## src/rtl/fwd_unit_n_pkg.sv

```systemverilog
// Shared pipeline constants for the EX-stage operand forwarding unit:
// forward-source select encoding and the hard-wired zero register.
package fwd_unit_n_pkg;

    localparam logic [1:0] FWD_ID   = 2'd0;
    localparam logic [1:0] FWD_MEM  = 2'd1;
    localparam logic [1:0] FWD_WB   = 2'd2;
    localparam logic [1:0] FWD_HIST = 2'd3;

    localparam int REG_ZERO = 0;

endpackage

```

## src/rtl/fwd_select_n.sv

```systemverilog
// Combinational priority selector for one source operand:
// MEM, then WB, then writeback history (newest first), then register-file data.
module fwd_select_n
    import fwd_unit_n_pkg::*;
#(
    parameter int NBITS      = 32,
    parameter int NREG_BITS  = 5,
    parameter int HIST_DEPTH = 2
) (
    input  logic [NREG_BITS-1:0]            rs_addr,
    input  logic [NBITS-1:0]                rs_data,
    input  logic                            mem_wr_en,
    input  logic                            mem_is_load,
    input  logic [NREG_BITS-1:0]            mem_rd,
    input  logic [NBITS-1:0]                mem_data,
    input  logic                            wb_wr_en,
    input  logic [NREG_BITS-1:0]            wb_rd,
    input  logic [NBITS-1:0]                wb_data,
    input  logic [HIST_DEPTH-1:0]           hist_valid,
    input  logic [HIST_DEPTH*NREG_BITS-1:0] hist_rd,
    input  logic [HIST_DEPTH*NBITS-1:0]     hist_data,
    output logic [NBITS-1:0]                fwd_data,
    output logic [1:0]                      fwd_sel,
    output logic                            load_hazard
);

    logic             rs_nonzero;
    logic             mem_match;
    logic             wb_hit;
    logic             hist_hit;
    logic [NBITS-1:0] hist_word;

    assign rs_nonzero  = (rs_addr != NREG_BITS'(REG_ZERO));
    assign mem_match   = rs_nonzero && mem_wr_en && (mem_rd == rs_addr);
    assign load_hazard = mem_match && mem_is_load;
    assign wb_hit      = rs_nonzero && wb_wr_en && (wb_rd == rs_addr);

    // Walk oldest to newest so the newest matching entry overrides older copies.
    always_comb begin
        hist_hit  = 1'b0;
        hist_word = '0;
        for (int i = HIST_DEPTH - 1; i >= 0; i--) begin
            if (rs_nonzero && hist_valid[i] && (hist_rd[i*NREG_BITS +: NREG_BITS] == rs_addr)) begin
                hist_hit  = 1'b1;
                hist_word = hist_data[i*NBITS +: NBITS];
            end
        end
    end

    // A pending load blocks fall-through to older sources; the stall covers it.
    always_comb begin
        fwd_data = rs_data;
        fwd_sel  = FWD_ID;
        if (mem_match) begin
            if (!mem_is_load) begin
                fwd_data = mem_data;
                fwd_sel  = FWD_MEM;
            end
        end else if (wb_hit) begin
            fwd_data = wb_data;
            fwd_sel  = FWD_WB;
        end else if (hist_hit) begin
            fwd_data = hist_word;
            fwd_sel  = FWD_HIST;
        end
    end

endmodule

```

## src/rtl/fwd_unit_n.sv

```systemverilog
// EX-stage operand forwarding unit: per-operand selectors, retired-writeback
// history, load-use stall and a single valid/ready output register.
module fwd_unit_n
    import fwd_unit_n_pkg::*;
#(
    parameter int NBITS      = 32,
    parameter int NREG_BITS  = 5,
    parameter int NOPS       = 2,
    parameter int HIST_DEPTH = 2
) (
    input  logic                      i_clk,
    input  logic                      i_reset_n,
    input  logic                      i_id_valid,
    output logic                      o_id_ready,
    input  logic [NOPS*NREG_BITS-1:0] i_rs_addr,
    input  logic [NOPS*NBITS-1:0]     i_rs_data,
    input  logic                      i_mem_wr_en,
    input  logic                      i_mem_is_load,
    input  logic [NREG_BITS-1:0]      i_mem_rd,
    input  logic [NBITS-1:0]          i_mem_data,
    input  logic                      i_wb_wr_en,
    input  logic [NREG_BITS-1:0]      i_wb_rd,
    input  logic [NBITS-1:0]          i_wb_data,
    output logic                      o_op_valid,
    input  logic                      i_ex_ready,
    output logic [NOPS*NBITS-1:0]     o_op_data,
    output logic [NOPS*2-1:0]         o_fwd_sel,
    output logic                      o_load_stall
);

    logic [HIST_DEPTH-1:0]           hist_valid_reg;
    logic [HIST_DEPTH*NREG_BITS-1:0] hist_rd_reg;
    logic [HIST_DEPTH*NBITS-1:0]     hist_data_reg;
    logic                            hist_push;

    logic [NOPS-1:0]                 hazard_vec;
    logic [NOPS*NBITS-1:0]           sel_data;
    logic [NOPS*2-1:0]               sel_code;

    logic                            op_valid_reg;
    logic [NOPS*NBITS-1:0]           op_data_reg;
    logic [NOPS*2-1:0]               fwd_sel_reg;
    logic                            capture;

    genvar gi;
    generate
        for (gi = 0; gi < NOPS; gi++) begin : g_sel
            fwd_select_n #(
                .NBITS      (NBITS),
                .NREG_BITS  (NREG_BITS),
                .HIST_DEPTH (HIST_DEPTH)
            ) u_sel (
                .rs_addr     (i_rs_addr[gi*NREG_BITS +: NREG_BITS]),
                .rs_data     (i_rs_data[gi*NBITS +: NBITS]),
                .mem_wr_en   (i_mem_wr_en),
                .mem_is_load (i_mem_is_load),
                .mem_rd      (i_mem_rd),
                .mem_data    (i_mem_data),
                .wb_wr_en    (i_wb_wr_en),
                .wb_rd       (i_wb_rd),
                .wb_data     (i_wb_data),
                .hist_valid  (hist_valid_reg),
                .hist_rd     (hist_rd_reg),
                .hist_data   (hist_data_reg),
                .fwd_data    (sel_data[gi*NBITS +: NBITS]),
                .fwd_sel     (sel_code[gi*2 +: 2]),
                .load_hazard (hazard_vec[gi])
            );
        end
    endgenerate

    assign o_load_stall = i_id_valid && (|hazard_vec);
    assign o_id_ready   = !o_load_stall && (!op_valid_reg || i_ex_ready);
    assign capture      = i_id_valid && o_id_ready;
    assign hist_push    = i_wb_wr_en && (i_wb_rd != NREG_BITS'(REG_ZERO));

    // Entry 0 is the newest; older entries shift up on every qualifying WB write.
    always_ff @(posedge i_clk or negedge i_reset_n) begin
        if (!i_reset_n) begin
            hist_valid_reg[0]         <= 1'b0;
            hist_rd_reg[0 +: NREG_BITS] <= '0;
            hist_data_reg[0 +: NBITS] <= '0;
        end else if (hist_push) begin
            hist_valid_reg[0]         <= 1'b1;
            hist_rd_reg[0 +: NREG_BITS] <= i_wb_rd;
            hist_data_reg[0 +: NBITS] <= i_wb_data;
        end
    end

    generate
        for (gi = 1; gi < HIST_DEPTH; gi++) begin : g_hist
            always_ff @(posedge i_clk or negedge i_reset_n) begin
                if (!i_reset_n) begin
                    hist_valid_reg[gi]                  <= 1'b0;
                    hist_rd_reg[gi*NREG_BITS +: NREG_BITS] <= '0;
                    hist_data_reg[gi*NBITS +: NBITS]    <= '0;
                end else if (hist_push) begin
                    hist_valid_reg[gi]                  <= hist_valid_reg[gi-1];
                    hist_rd_reg[gi*NREG_BITS +: NREG_BITS] <= hist_rd_reg[(gi-1)*NREG_BITS +: NREG_BITS];
                    hist_data_reg[gi*NBITS +: NBITS]    <= hist_data_reg[(gi-1)*NBITS +: NBITS];
                end
            end
        end
    endgenerate

    always_ff @(posedge i_clk or negedge i_reset_n) begin
        if (!i_reset_n) begin
            op_valid_reg <= 1'b0;
            op_data_reg  <= '0;
            fwd_sel_reg  <= '0;
        end else if (capture) begin
            op_valid_reg <= 1'b1;
            op_data_reg  <= sel_data;
            fwd_sel_reg  <= sel_code;
        end else if (i_ex_ready) begin
            op_valid_reg <= 1'b0;
        end
    end

    assign o_op_valid = op_valid_reg;
    assign o_op_data  = op_data_reg;
    assign o_fwd_sel  = fwd_sel_reg;

endmodule

```

## config.mk

```make
export PLATFORM = sky130hd
export DESIGN_NAME = fwd_unit_n
export DESIGN_NICKNAME = d
export VERILOG_FILES = /design/src/rtl/fwd_unit_n_pkg.sv /design/src/rtl/fwd_select_n.sv /design/src/rtl/fwd_unit_n.sv
export SDC_FILE = /design/constraint.sdc
export NUM_CORES = 1
export LEC_CHECK = 0
export ABC_AREA = 1
export ABC_CLOCK_PERIOD_IN_PS = 5000
export CAP_MARGIN = 15
export CORE_MARGIN = 3
export CORE_UTILIZATION = 30
export DETAILED_ROUTE_END_ITERATION = 10
export DONT_BUFFER_PORTS = 1
export GPL_TIMING_DRIVEN = 0
export PLACE_DENSITY = 0.54
export REMOVE_ABC_BUFFERS = 1
export SLEW_MARGIN = 20
export SYNTH_ARGS = -nofsm -noshare
export SYNTH_HDL_FRONTEND = slang
export SYNTH_SLANG_ARGS = --single-unit
```

## constraint.sdc

```tcl
create_clock -name i_clk -period 5 [get_ports i_clk]
set_clock_uncertainty 0.15 [all_clocks]
set_input_delay 1 -clock i_clk [delete_from_list [all_inputs] [get_ports i_clk]]
set_output_delay 1 -clock i_clk [all_outputs]
set_load 0.01 [all_outputs]
```

; ---- Yosys cells after proc, flatten, opt, wreduce, memory -nomap -nowiden
; Cells that the tools add are included.
[op_classes]
eq_ne = 8
n_mux = 25
reduce_logical = 30
[op_table]
columns = op, n
row1 = $mux 32, 12
row2 = $eq 5x5->1, 8
row3 = $logic_and 1x1->1, 22
row4 = $reduce_bool 5->1, 3
row5 = $mux 2, 6
row6 = $mux 1, 7
row7 = $logic_not 1->1, 2
row8 = $reduce_bool 2->1, 1
row9 = $reduce_or 2->1, 1
row10 = $logic_or 1x1->1, 1
[word_totals]
register_bits = 145
inputBits = 155
output_inout_bits = 71
word_cells = 72

; ---- Logic depth before layout (Yosys ltp)
; Gate-level depths: netlist (run 1).
[logic_depth]
depth_word = 10
ltp_mapped = 16
depth_no_buf = 14

; ---- Hierarchy
; A second synthesis (run 1) with hierarchy kept.
[hier_totals]
cells_unflattened = 1604
hier_area_um2 = 10027.1
[by_module_without_submodules]
columns = module, n_inst, cells_per_inst, area_each_um2
row1 = fwd_unit_n, 1, 628, 5733.0
row2 = fwd_select_n, 2, 488, 2147.1

; ---- Worst setup path before layout (run 1)
; No wires, ideal clock.
[synth_timing]
path_type = input to output
startpoint = input port i_rs_addr[1]
endpoint = output port o_id_ready
arrival_ns = 1.986
required_time_ns = 3.850
path_slack_ns = 1.864
path_stages = 10
n_path_buf = 1
cell_sequence = buf_6 nor2_2 nand2_2 nor2_8 nor2_2 nand2_1 nand2_1 nand2_2 nor2_1 nor2_1
[synth_between]
elab_chain_cells = 8
[synth_lines]
columns = item, line_no
row1 = from (decl), fwd_unit_n.sv:15  ; input logic [NOPS*NREG_BITS-1:0] i_rs_addr,
row2 = $reduce_bool 5->1, fwd_select_n.sv:33  ; assign rs_nonzero = (rs_addr != NREG_BITS'(REG_ZERO));
row3 = $logic_and 1x1->1, fwd_select_n.sv:34  ; assign mem_match = rs_nonzero && mem_wr_en && (mem_rd == rs_addr);
row4 = $logic_and 1x1->1 *, fwd_select_n.sv:34
row5 = $logic_and 1x1->1 *, fwd_select_n.sv:35  ; assign load_hazard = mem_match && mem_is_load;
row6 = $reduce_or 2->1 *, fwd_unit_n.sv:72  ; assign o_load_stall = i_id_valid && (|hazard_vec);
row7 = $logic_and 1x1->1 *, fwd_unit_n.sv:72
row8 = via o_load_stall, fwd_unit_n.sv:28  ; output logic o_load_stall
row9 = $logic_not 1->1 *, fwd_unit_n.sv:73  ; assign o_id_ready = !o_load_stall && (!op_valid_reg || i_ex_ready);
row10 = $logic_and 1x1->1 *, fwd_unit_n.sv:73
row11 = to (decl), fwd_unit_n.sv:14  ; output logic o_id_ready,
; Mark *: on every way through the listed nets, which the timed path passes. The rest lies on a longest branch.

; ---- Worst setup path after layout (run 1)
[layout_timing]
startpoint = input port i_rs_addr[9]
endpoint = output port o_id_ready
; The elaborated chain is that of the path after synthesis.

==> results.yml, run 1 <==
global_route:
  grt.total_usage_pct: 18.6
  grt_max_degree: 146
  grt.met1_usage_pct: 24.9
  busiest_layer: "met2"
  use_met3_pct: 4.05
  grt_first_pass_wirelength_um: 50300
  grt.met2_usage_pct: 30.6
  first_global_vias: 8898
  grt-ovfl-total: 0
  antenna_found_initial: 0
pwr:
  swShare_pct: 32.3
  peakVddDrop_mv: 0.228
  p_sw_mw: 1.15
  clkPwrFrac_pct: 39.4
  comb_power_share_pct: 17.8
  seq_power_share_pct: 42.9
  power.density_mw_per_mm2: 332
  intPower_mw: 2.40
  p_leak_nw: 5.76
timing:
  fin_crit_sh_pct: 73.9
  setup_viol: 0
  finalHoldViolCount: 0
  rsz0062_at_grt: "false"
  layout_setup_ws_ns: 1.30
  worstMarginPinSlew_ns: 1.02
  clock.fmax_mhz: 271
  finalMaxSlewViolations: 0
  min_period_ns: 3.70
  timing.slew.headroom_pct: 31.7
drt:
  dr_total_vias: 9349
  wl_um: 32000
  antenna_left: 0
  wl_per_cell_um: 16.7
  drtPass1Iterations: 5
  post_drt_via_cell_ratio: 4.88
  drc: 0
  drt_iter0_markers: 709
clocking:
  root_buffer: "clkbuf_16"
  clock_sinks: 145
  clk_pin_slew_ns: 0.07
  ctsResizeCount: 0
  clk_path_buf_depth: 2
  insertion_delay_ns: 0.42
  post-cts-setup-buffer-count: 0
  numCtsBuffers: 17
  holdBufCountCts: 0
  htreeDepth: 4
  tritoncts: "yes"
floorplanning:
  die_area_mm2: 0.0343
  die_width_um: 185
  initial_core_util_pct: 31.0
  ios: 226
  std_cell_rows: 64
  core_area_mm2: 0.0311
  fp.dieH_um: 185
critical_path:
  slowest_delay_ns: 0.30
  r2r-end: "o_op_data[21]"
  cp_cell_sequence: "inv_2 > nand2_1 > nand2_1 > nand2_1 > nor2_1 > nand2_4 > nand2_1 > nand2_2 > nor2_1 > nor2_1"
  arrival_ns: 2.55
  critical_path_class: "in -> out"
  crit_path_max_fanout: 30
  worstReg2RegStart: "hist_rd_reg[4]"
  reg2reg_depth: 13
  crit_path_end_kind: "output pin"
  crit_path_frequent_cell: "nand2_1"
  start_kind: "primary input"
  cp_data_required_time_ns: 3.85
  rrSetupSlack_ns: 1.81
  slowest_stage: "nand2_4"
synthesis:
  synth_edf_count: 0
  synth.cell_area_mm2: 0.00962
  async_flop_share_pct: 100
  syn_area_per_cell_um2: 6.18
  syn_inst: 1558
  ys_ff_latch: 145
  synthTopCellsByCount: "713 x nand2_1, 196 x o21ai_0, 148 x nor2_1, 145 x dfrtp_1, 120 x inv_1"
  yosysTopAreaCell: "dfrtp_1"
  synth-warning-count: 0
  yosysMostFrequentCell: "nand2_1"
  synth_ff_type: "dfrtp_1"
  synth_top_cell_area_share_pct: 37.7
  ys_seq_area_share_pct: 37.7
  synth.top_cells.by_area: "dfrtp_1 38%, nand2_1 28%, o21ai_0 10%"
  synth.distinct_cells: 28
placed_design:
  dp.final_hpwl_um: 21000
  port_buffers: 0
  place_congestion: 0.834
  place_area_mm2: 0.0101
  dp_slack_ns: 1.01
layout:
  fill_cells: 3353
  fin_area_mm2: 0.0107
  drive_gt1_share_pct: 5.67
  final_util_pct: 34.4
  area_delta_synth_final_pct: 11.0
  final_nets: 1660
  diodes: 0
run_status:
  status: "complete, no violations"
flow_run:
  maxCapViolations: 0
hold_path:
  min_path_type: "in -> async"
==> per-layer routing <==
| layer | part of all wire (%) | vias up | wire, um |
|---|---|---|---|
| met2 | 46 | 285 | 14800 |
| met1 | 46 | 4323 | 14600 |
| met3 | 6.5 | 37 | 2070 |
| met4 | 1.6 | 0 | 522 |
| li1 | - | 4704 | - |
| met5 | 0 | - | 0 |
==> how the worst max path moves through the flow <==
stage / depth (start not counted) / end / slack, ns / from
4_1_cts: 10 / o_id_ready / 1.32 / i_rs_addr[9]
6_report: 10 / o_id_ready / 1.30 / i_rs_addr[9]
3_3_place_gp: 4 / hist_data_reg[15] / -3.67 / i_wb_rd[2]
2_1_floorplan: 4 / hist_rd_reg[7] / -1.02 / i_wb_rd[3]
5_1_grt: 10 / o_id_ready / 1.21 / i_rs_addr[9]
3_5_place_dp: 11 / o_op_data[21] / 1.01 / i_rs_addr[4]
==> worst max-delay path: cells and delay by family <==
kind / cells / cell delay, ns
and+or+nand+nor: 9 / 1.47
buffers and inverters: 1 / 0.07
==> layout by cell type (no fill, tap or decap), types with 12 or more instances in the layout <==
cell | Yosys | final
a21oi_1 | 44 | 44
o21ai_0 | 196 | 196
nand2_1 | 713 | 709
clkbuf_16 | 0 | 17
dfrtp_1 | 145 | 145
inv_1 | 120 | 119
inv_2 | 14 | 15
nor2_1 | 148 | 146
nand3_1 | 35 | 35
nand3b_1 | 12 | 12
==> stage by stage <==
stage,total power [mW],hold WS (ns),instances,TNS (ns)
2_1_floorplan,1.97,0.303,1472,-76.73
3_3_place_gp,2.15,0.317,1868,-352.91
3_5_place_dp,2.18,0.323,1882,0
4_1_cts,3.62,0.0910,1914,0
5_1_grt,3.79,0.0874,1914,0
6_report,3.55,0.122,1914,0
==> cell families after synthesis <==
family	count (synthesis)	synth area share, %
xor+xnor	8	0.728
simple gates	937	38.7
flops	145	37.7
compound gates	246	12.9
buf+inv	222	9.95
==> power groups by stage <==
stage	clock network [mW]	logic (mW)	registers, mW
floorplan	0	0.468	1.50
global placement	0	0.606	1.55
detailed placement	0	0.634	1.54
CTS	1.45	0.637	1.53
global route	1.50	0.742	1.55
finish	1.40	0.631	1.52
==> cell type report <==
cell class | count | area, um2 | area share, %
multi-input cells | 1191 | 5090 | 47.6
flip-flops and latches | 145 | 3630 | 34.0
inverters | 136 | 510 | 4.78
well taps | 396 | 495 | 4.64
clock buffers | 20 | 457 | 4.27
repair buffers | 14 | 333 | 3.12
clock inverters | 12 | 170 | 1.59
Note: power is estimated with default switching activity, not from simulation.
==> inputs of run 2 (changes only) <==
ABC_AREA = 0   (was 1)
ABC_CLOCK_PERIOD_IN_PS = 3800   (was 5000)
clock period = 3.8 ns   (was 5 ns; I/O delays follow)
==> results.yml, run 2 <==
synthesis:
  synth.distinct_cells: 50
  synthMuxAreaShare_pct: 15.6
  yosysTopAreaCell: "dfrtp_1"
  syn_area_per_cell_um2: 9.53
  synth-warning-count: 0
  synth_compound_area_share_pct: 20.6
  synth_xor_area_share_pct: 3.72
  async_flop_share_pct: 100
  synth.cell_area_mm2: 0.00942
  synth_edf_count: 0
  synth.top_cells.by_area: "dfrtp_1 39%, mux2_2 8.8%, mux2i_1 6.8%"
  synth_fa_ha_area_share_pct: 0
  ys_ff_latch: 145
  yosysMostFrequentCell: "dfrtp_1"
  synthTopCellsByCount: "145 x dfrtp_1, 85 x clkbuf_1, 85 x nand2_1, 74 x mux2_2, 65 x a21oi_1"
  synth_ff_type: "dfrtp_1"
  syn_inst: 988
  synth_top_cell_area_share_pct: 38.5
  synth_top_family_by_area: "compound AO/OA/AOI/OAI gates"
  ys_seq_area_share_pct: 38.5
  synthSimpleGateAreaFrac_pct: 15.2
timing:
  worstMarginPinSlew_ns: 0.882
  fin_crit_sh_pct: 98.3
  finalMaxSlewViolations: 0
  finalHoldViolCount: 145
  min_period_ns: 3.74
  setup_viol: 0
  rsz0062_at_grt: "false"
  fin_hold_ws_ns: -0.132
  clock.fmax_mhz: 268
  timing.slew.headroom_pct: 41.2
critical_path:
  start_kind: "primary input"
  arrival_ns: 2.83
  reg2reg_depth: 8
  cp_data_required_time_ns: 2.89
  crit_path_max_fanout: 22
  rrSetupSlack_ns: 0.42
  r2r-end: "o_op_data[57]"
  critical_path_class: "in -> out"
  worstReg2RegStart: "hist_rd_reg[6]"
  cp_cell_sequence: "nor3_1 > nand2_2 > buf_16 > or3b_4 > a21oi_1 > and2_1 > nor2b_1"
  slowest_delay_ns: 0.44
  crit_path_end_kind: "output pin"
  slowest_stage: "or3b_4"
global_route:
  first_global_vias: 8407
  grt.total_usage_pct: 21.7
  grt.met2_usage_pct: 34.8
  grt_first_pass_wirelength_um: 54900
  use_met3_pct: 6.17
  grt_max_degree: 146
  antenna_found_initial: 1
  grt-ovfl-total: 0
  busiest_layer: "met2"
  grt.met1_usage_pct: 28.6
clocking:
  tritoncts: "yes"
  htreeDepth: 4
  clk_path_buf_depth: 2
  insertion_delay_ns: 0.44
  root_buffer: "clkbuf_16"
  numCtsBuffers: 17
  clk_pin_slew_ns: 0.07
  clock_sinks: 145
run_status:
  status: "finished, violations left"
  violations: "hold timing"
drt:
  wl_um: 37200
  post_drt_via_cell_ratio: 6.10
  antenna_left: 0
  drc: 0
  dr_total_vias: 8230
  drt_iter0_markers: 594
  drtPass1Iterations: 5
  wl_per_cell_um: 27.6
floorplanning:
  die_width_um: 183
  initial_core_util_pct: 30.6
  ios: 226
  die_area_mm2: 0.0336
  fp.dieH_um: 183
  std_cell_rows: 64
  core_area_mm2: 0.0307
layout:
  final_util_pct: 35.0
  layout_commonest_cell: "dfrtp_1"
  final_nets: 1094
  layout_common_cells: "145 x dfrtp_1, 81 x nand2_1, 74 x mux2_2, 64 x a21oi_1, 64 x mux2i_1"
  area_delta_synth_final_pct: 14.4
  drive_gt1_share_pct: 18.4
pwr:
  power.density_mw_per_mm2: 444
  peakVddDrop_mv: 0.271
  p_leak_nw: 3.92
  finalPower_mw: 4.78
placed_design:
  dp.final_hpwl_um: 24500
  place_congestion: 0.787
  port_buffers: 0
hold_path:
  min_path_type: "in -> async"
flow_run:
  maxCapViolations: 0
-- run 2: cell types whose count changed after synthesis, sizes merged, moves of 31 or more --
cell and change:
a221oi +32, nor2 -119, o21ai -165, a32o +31
clkbuf +51, nand4b +31, inv -102, o221ai +31
mux2 +74, o22a +31, nor4b +31, nand2 -634
mux2i +64
-- run 2: area by class of cell --
cell class	count	area, um2
Clock buffer	19	443
Fill cell	3145	20000
Antenna cell	1	2.50
Clock inverter	13	160
Multi-Input combinational cell	700	5320
Sequential cell	145	3630
Inverter	32	120
Timing Repair Buffer	43	607
Tap cell	396	495
-- run 2: worst max path at each step --
stage | depth (start not counted) | startpoint | end
after CTS | 7 | i_rs_addr[1] | o_id_ready
after detailed placement | 7 | i_rs_addr[7] | o_fwd_sel[1]
after global placement | 6 | i_rs_addr[1] | o_op_data[13]
after global routing | 7 | i_rs_addr[1] | o_id_ready
final | 7 | i_rs_addr[1] | o_id_ready
after floorplan | 6 | i_rs_addr[7] | o_op_data[32]
-- run 2: metal layers --
layer  part of all wire (%)  routed length (um)  vias to the layer above
li1                       -                   -                     3633
met1                     43               16000                     4199
met2                     47               17400                      356
met3                    8.1                3020                       42
met4                    2.0                 752                        0
met5                      0                   0                        -
-- run 2: logic make-up (layout without fill, tap and decap cells) --
kind of cell	count (synthesis)	in the layout
simple gates	253	256
compound gates	266	266
flops	145	145
other cells	0	1
buf+inv	146	107
xor+xnor	40	40
mux	138	138
-- run 2: stage by stage --
step	hold slack [ns]	worst slack, ns	cells	cell area [um2]	setup TNS, ns
2_1_floorplan	0.314	-3.47	874	8940	-271.26
3_3_place_gp	0.324	-8.28	1270	9440	-800.35
3_5_place_dp	0.322	-0.359	1312	10100	-6.40
4_1_cts	-0.165	0.0990	1348	10800	0
5_1_grt	-0.167	0.00760	1349	10800	0
6_report	-0.132	0.0638	1349	10800	0
-- run 2: worst max-delay path: cells and delay by family --
kind | cells | cell delay (ns)
buffers and inverters | 1 | 0.32
AOI/OAI and AO/OA | 1 | 0.20
and+or+nand+nor | 5 | 1.54
-- run 2: what timing repair did --
item,CTS,global route
endpoints found under the setup margin,2,0
setup buffers,1,0
resized for setup,1,0
hold endpoints to repair,145,145
-- run 2: where the power goes --
group          switching [mW]  internal, mW
clock                   0.737          1.05
combinational           0.446         0.463
sequential              0.286          1.80
total                    1.47          3.31
==> inputs of run 3 (changes only) <==
SYNTH_HIERARCHICAL = 1   (was not set)
==> results.yml, run 3 <==
layout:
  area_delta_synth_final_pct: 8.88
  final_nets: 944
  drive_gt1_share_pct: 29.3
  fill_cells: 3018
  diodes: 0
  fin_cells: 1191
  layout_commonest_cell: "dfrtp_1"
  final_util_pct: 33.6
  layout_common_cells: "145 x dfrtp_1, 82 x mux2_2, 64 x mux2i_1, 62 x a21oi_1, 55 x nor2_1"
synthesis:
  synth_ff_type: "dfrtp_1"
  ys_seq_area_share_pct: 39.0
  ys_ff_latch: 145
  synth.cell_area_mm2: 0.00930
  syn_inst: 827
  synth.top_cells.by_area: "dfrtp_1 39%, mux2_2 9.9%, mux2_4 8.1%"
  yosysTopAreaCell: "dfrtp_1"
  synth_top_cell_area_share_pct: 39.0
  async_flop_share_pct: 100
  synth.distinct_cells: 48
  yosysMostFrequentCell: "dfrtp_1"
  synth_edf_count: 0
  synthTopCellsByCount: "145 x dfrtp_1, 82 x mux2_2, 64 x mux2i_1, 62 x a21oi_1, 55 x nor2_1"
  synth-warning-count: 6
  syn_area_per_cell_um2: 11.2
clocking:
  clock_sinks: 145
  tritoncts: "yes"
  root_buffer: "clkbuf_16"
  insertion_delay_ns: 0.43
  clk_pin_slew_ns: 0.06
  clk_path_buf_depth: 2
  numCtsBuffers: 17
  htreeDepth: 4
  ctsResizeCount: 0
floorplanning:
  fp.dieH_um: 182
  initial_core_util_pct: 30.9
  die_width_um: 182
  ios: 226
  core_area_mm2: 0.0301
  die_area_mm2: 0.0331
  std_cell_rows: 63
timing:
  timing.slew.headroom_pct: 39.7
  min_period_ns: 3.66
  setup_viol: 0
  fin_hold_ws_ns: -0.121
  finalMaxSlewViolations: 0
  finalHoldViolCount: 76
  rsz0062_at_grt: "false"
  layout_setup_ws_ns: 0.140
  worstMarginPinSlew_ns: 0.902
  clock.fmax_mhz: 273
  fin_crit_sh_pct: 96.3
global_route:
  grt_first_pass_wirelength_um: 45300
  grt.total_usage_pct: 18.1
  grt_max_degree: 146
  first_global_vias: 6806
  antenna_found_initial: 0
  grt-ovfl-total: 0
critical_path:
  slowest_delay_ns: 0.68
  cp_data_required_time_ns: 2.89
  crit_path_end_kind: "output pin"
  crit_path_max_fanout: 5
  crit_family: "simple AND/OR/NAND/NOR gates"
  slowest_stage: "or4_4"
  arrival_ns: 2.75
  rrSetupSlack_ns: 0.32
  cp_cell_sequence: "xnor2_1 > nand4_1 > or4_4 > nor2_1 > nor2_1 > nor2b_1 > nor2b_1"
  start_kind: "primary input"
  path_buf_inv: 0
  critical_path_class: "in -> out"
run_status:
  status: "finished, violations left"
  violations: "hold timing"
pwr:
  comb_power_share_pct: 18.3
  intPower_mw: 3.35
  power.density_mw_per_mm2: 470
  seq_power_share_pct: 45.7
  p_leak_nw: 3.99
  p_sw_mw: 1.41
  swShare_pct: 29.7
  peakVddDrop_mv: 0.260
  clkPwrFrac_pct: 36.0
drt:
  drtPass1Iterations: 5
  dr_total_vias: 6570
  antenna_left: 0
  wl_um: 30500
  drc: 0
  drt_iter0_markers: 288
  post_drt_via_cell_ratio: 5.52
  wl_per_cell_um: 25.6
hold_path:
  min_path_type: "in -> async"
placed_design:
  dp.final_hpwl_um: 18300
  dp_slack_ns: -0.330
  dp.cells: 1154
  port_buffers: 0
  place_congestion: 0.788
flow_run:
  maxCapViolations: 0
[run 3: cell count changes after synthesis, sizes merged, moves of 30 or more]
cell    previous run  this run
a221oi            32         0
mux2              74       138
a22oi             30         0
nand2             85        12
a32o              31         0
nor4b             31         0
o22a              31         0
buf               29        61
clkbuf            85        13
[run 3: kinds of logic (layout without fill, tap and decap cells)]
logic type / after synthesis / after routing / share of synthesized area (%)
flops: 145 / 145 / 39.0
simple gates: 141 / 145 / 8.66
xor+xnor: 40 / 40 / 3.77
mux: 202 / 202 / 25.6
buf+inv: 104 / 74 / 7.21
compound gates: 195 / 195 / 15.7
[run 3: worst register-to-register path: cells and delay by family, from the launching register on]
kind            cells  cell delay, ns
compound gates      1            0.38
mux                 1            0.26
simple gates        4            1.63
buf+inv             1            0.35
flops               1            0.45
xor+xnor            1            0.17
[run 3: metal layers]
metal | part of all wire [%] | global-route usage (%) | up-vias
met5 | 0 | 0 | -
met4 | 2.6 | 6.40 | 0
met3 | 8.9 | 6.50 | 36
met2 | 44 | 28.0 | 247
met1 | 44 | 23.3 | 3332
li1 | - | - | 2955
[run 3: what timing repair did]
action,in CTS,in global routing
endpoints found under the hold margin,145,145
setup endpoints to repair,1,0
buffers inserted,2,0
[run 3: power by group through the flow]
stage / logic (mW) / clock network (mW) / registers, mW
2_1_floorplan: 0.705 / 0 / 2.11
3_3_place_gp: 0.846 / 0 / 2.20
3_5_place_dp: 0.860 / 0 / 2.20
4_1_cts: 0.880 / 1.77 / 2.17
5_1_grt: 0.952 / 1.82 / 2.21
6_report: 0.873 / 1.71 / 2.17
[run 3: layout make-up]
class	count	area, um2	share of cell area, %
tap	390	488	4.82
clock inverter	9	108	1.06
multi-input combinational	582	5060	50.0
inverter	30	113	1.11
sequential	145	3630	35.8
timing repair buffer	13	256	2.53
clock buffer	22	474	4.68
[run 3: final timing paths]
| path | cells after the start | startpoint | to |
|---|---|---|---|
| worst min register to register | 1 | hist_data_reg[48] | hist_data_reg[48] |
| max in group asynchronous | 0 | i_reset_n | hist_data_reg[28] |
| worst min-delay path | 0 | i_reset_n | hist_data_reg[15] |
| worst max-delay path | 7 | i_rs_addr[1] | o_id_ready |
| min in group i_clk | 1 | i_wb_data[20] | hist_data_reg[20] |
| worst max register to register | 8 | hist_rd_reg[2] | o_op_data[35] |
[run 3: through the flow]
stage | TNS (ns) | power, mW | area (um2) | hold slack, ns
floorplan | -59.82 | 2.81 | 8740 | 0.314
global placement | -245.98 | 3.04 | 9230 | 0.322
detailed placement | -14.65 | 3.06 | 9490 | 0.322
CTS | 0 | 4.82 | 10100 | -0.145
global route | 0 | 4.99 | 10100 | -0.152
finish | 0 | 4.76 | 10100 | -0.121
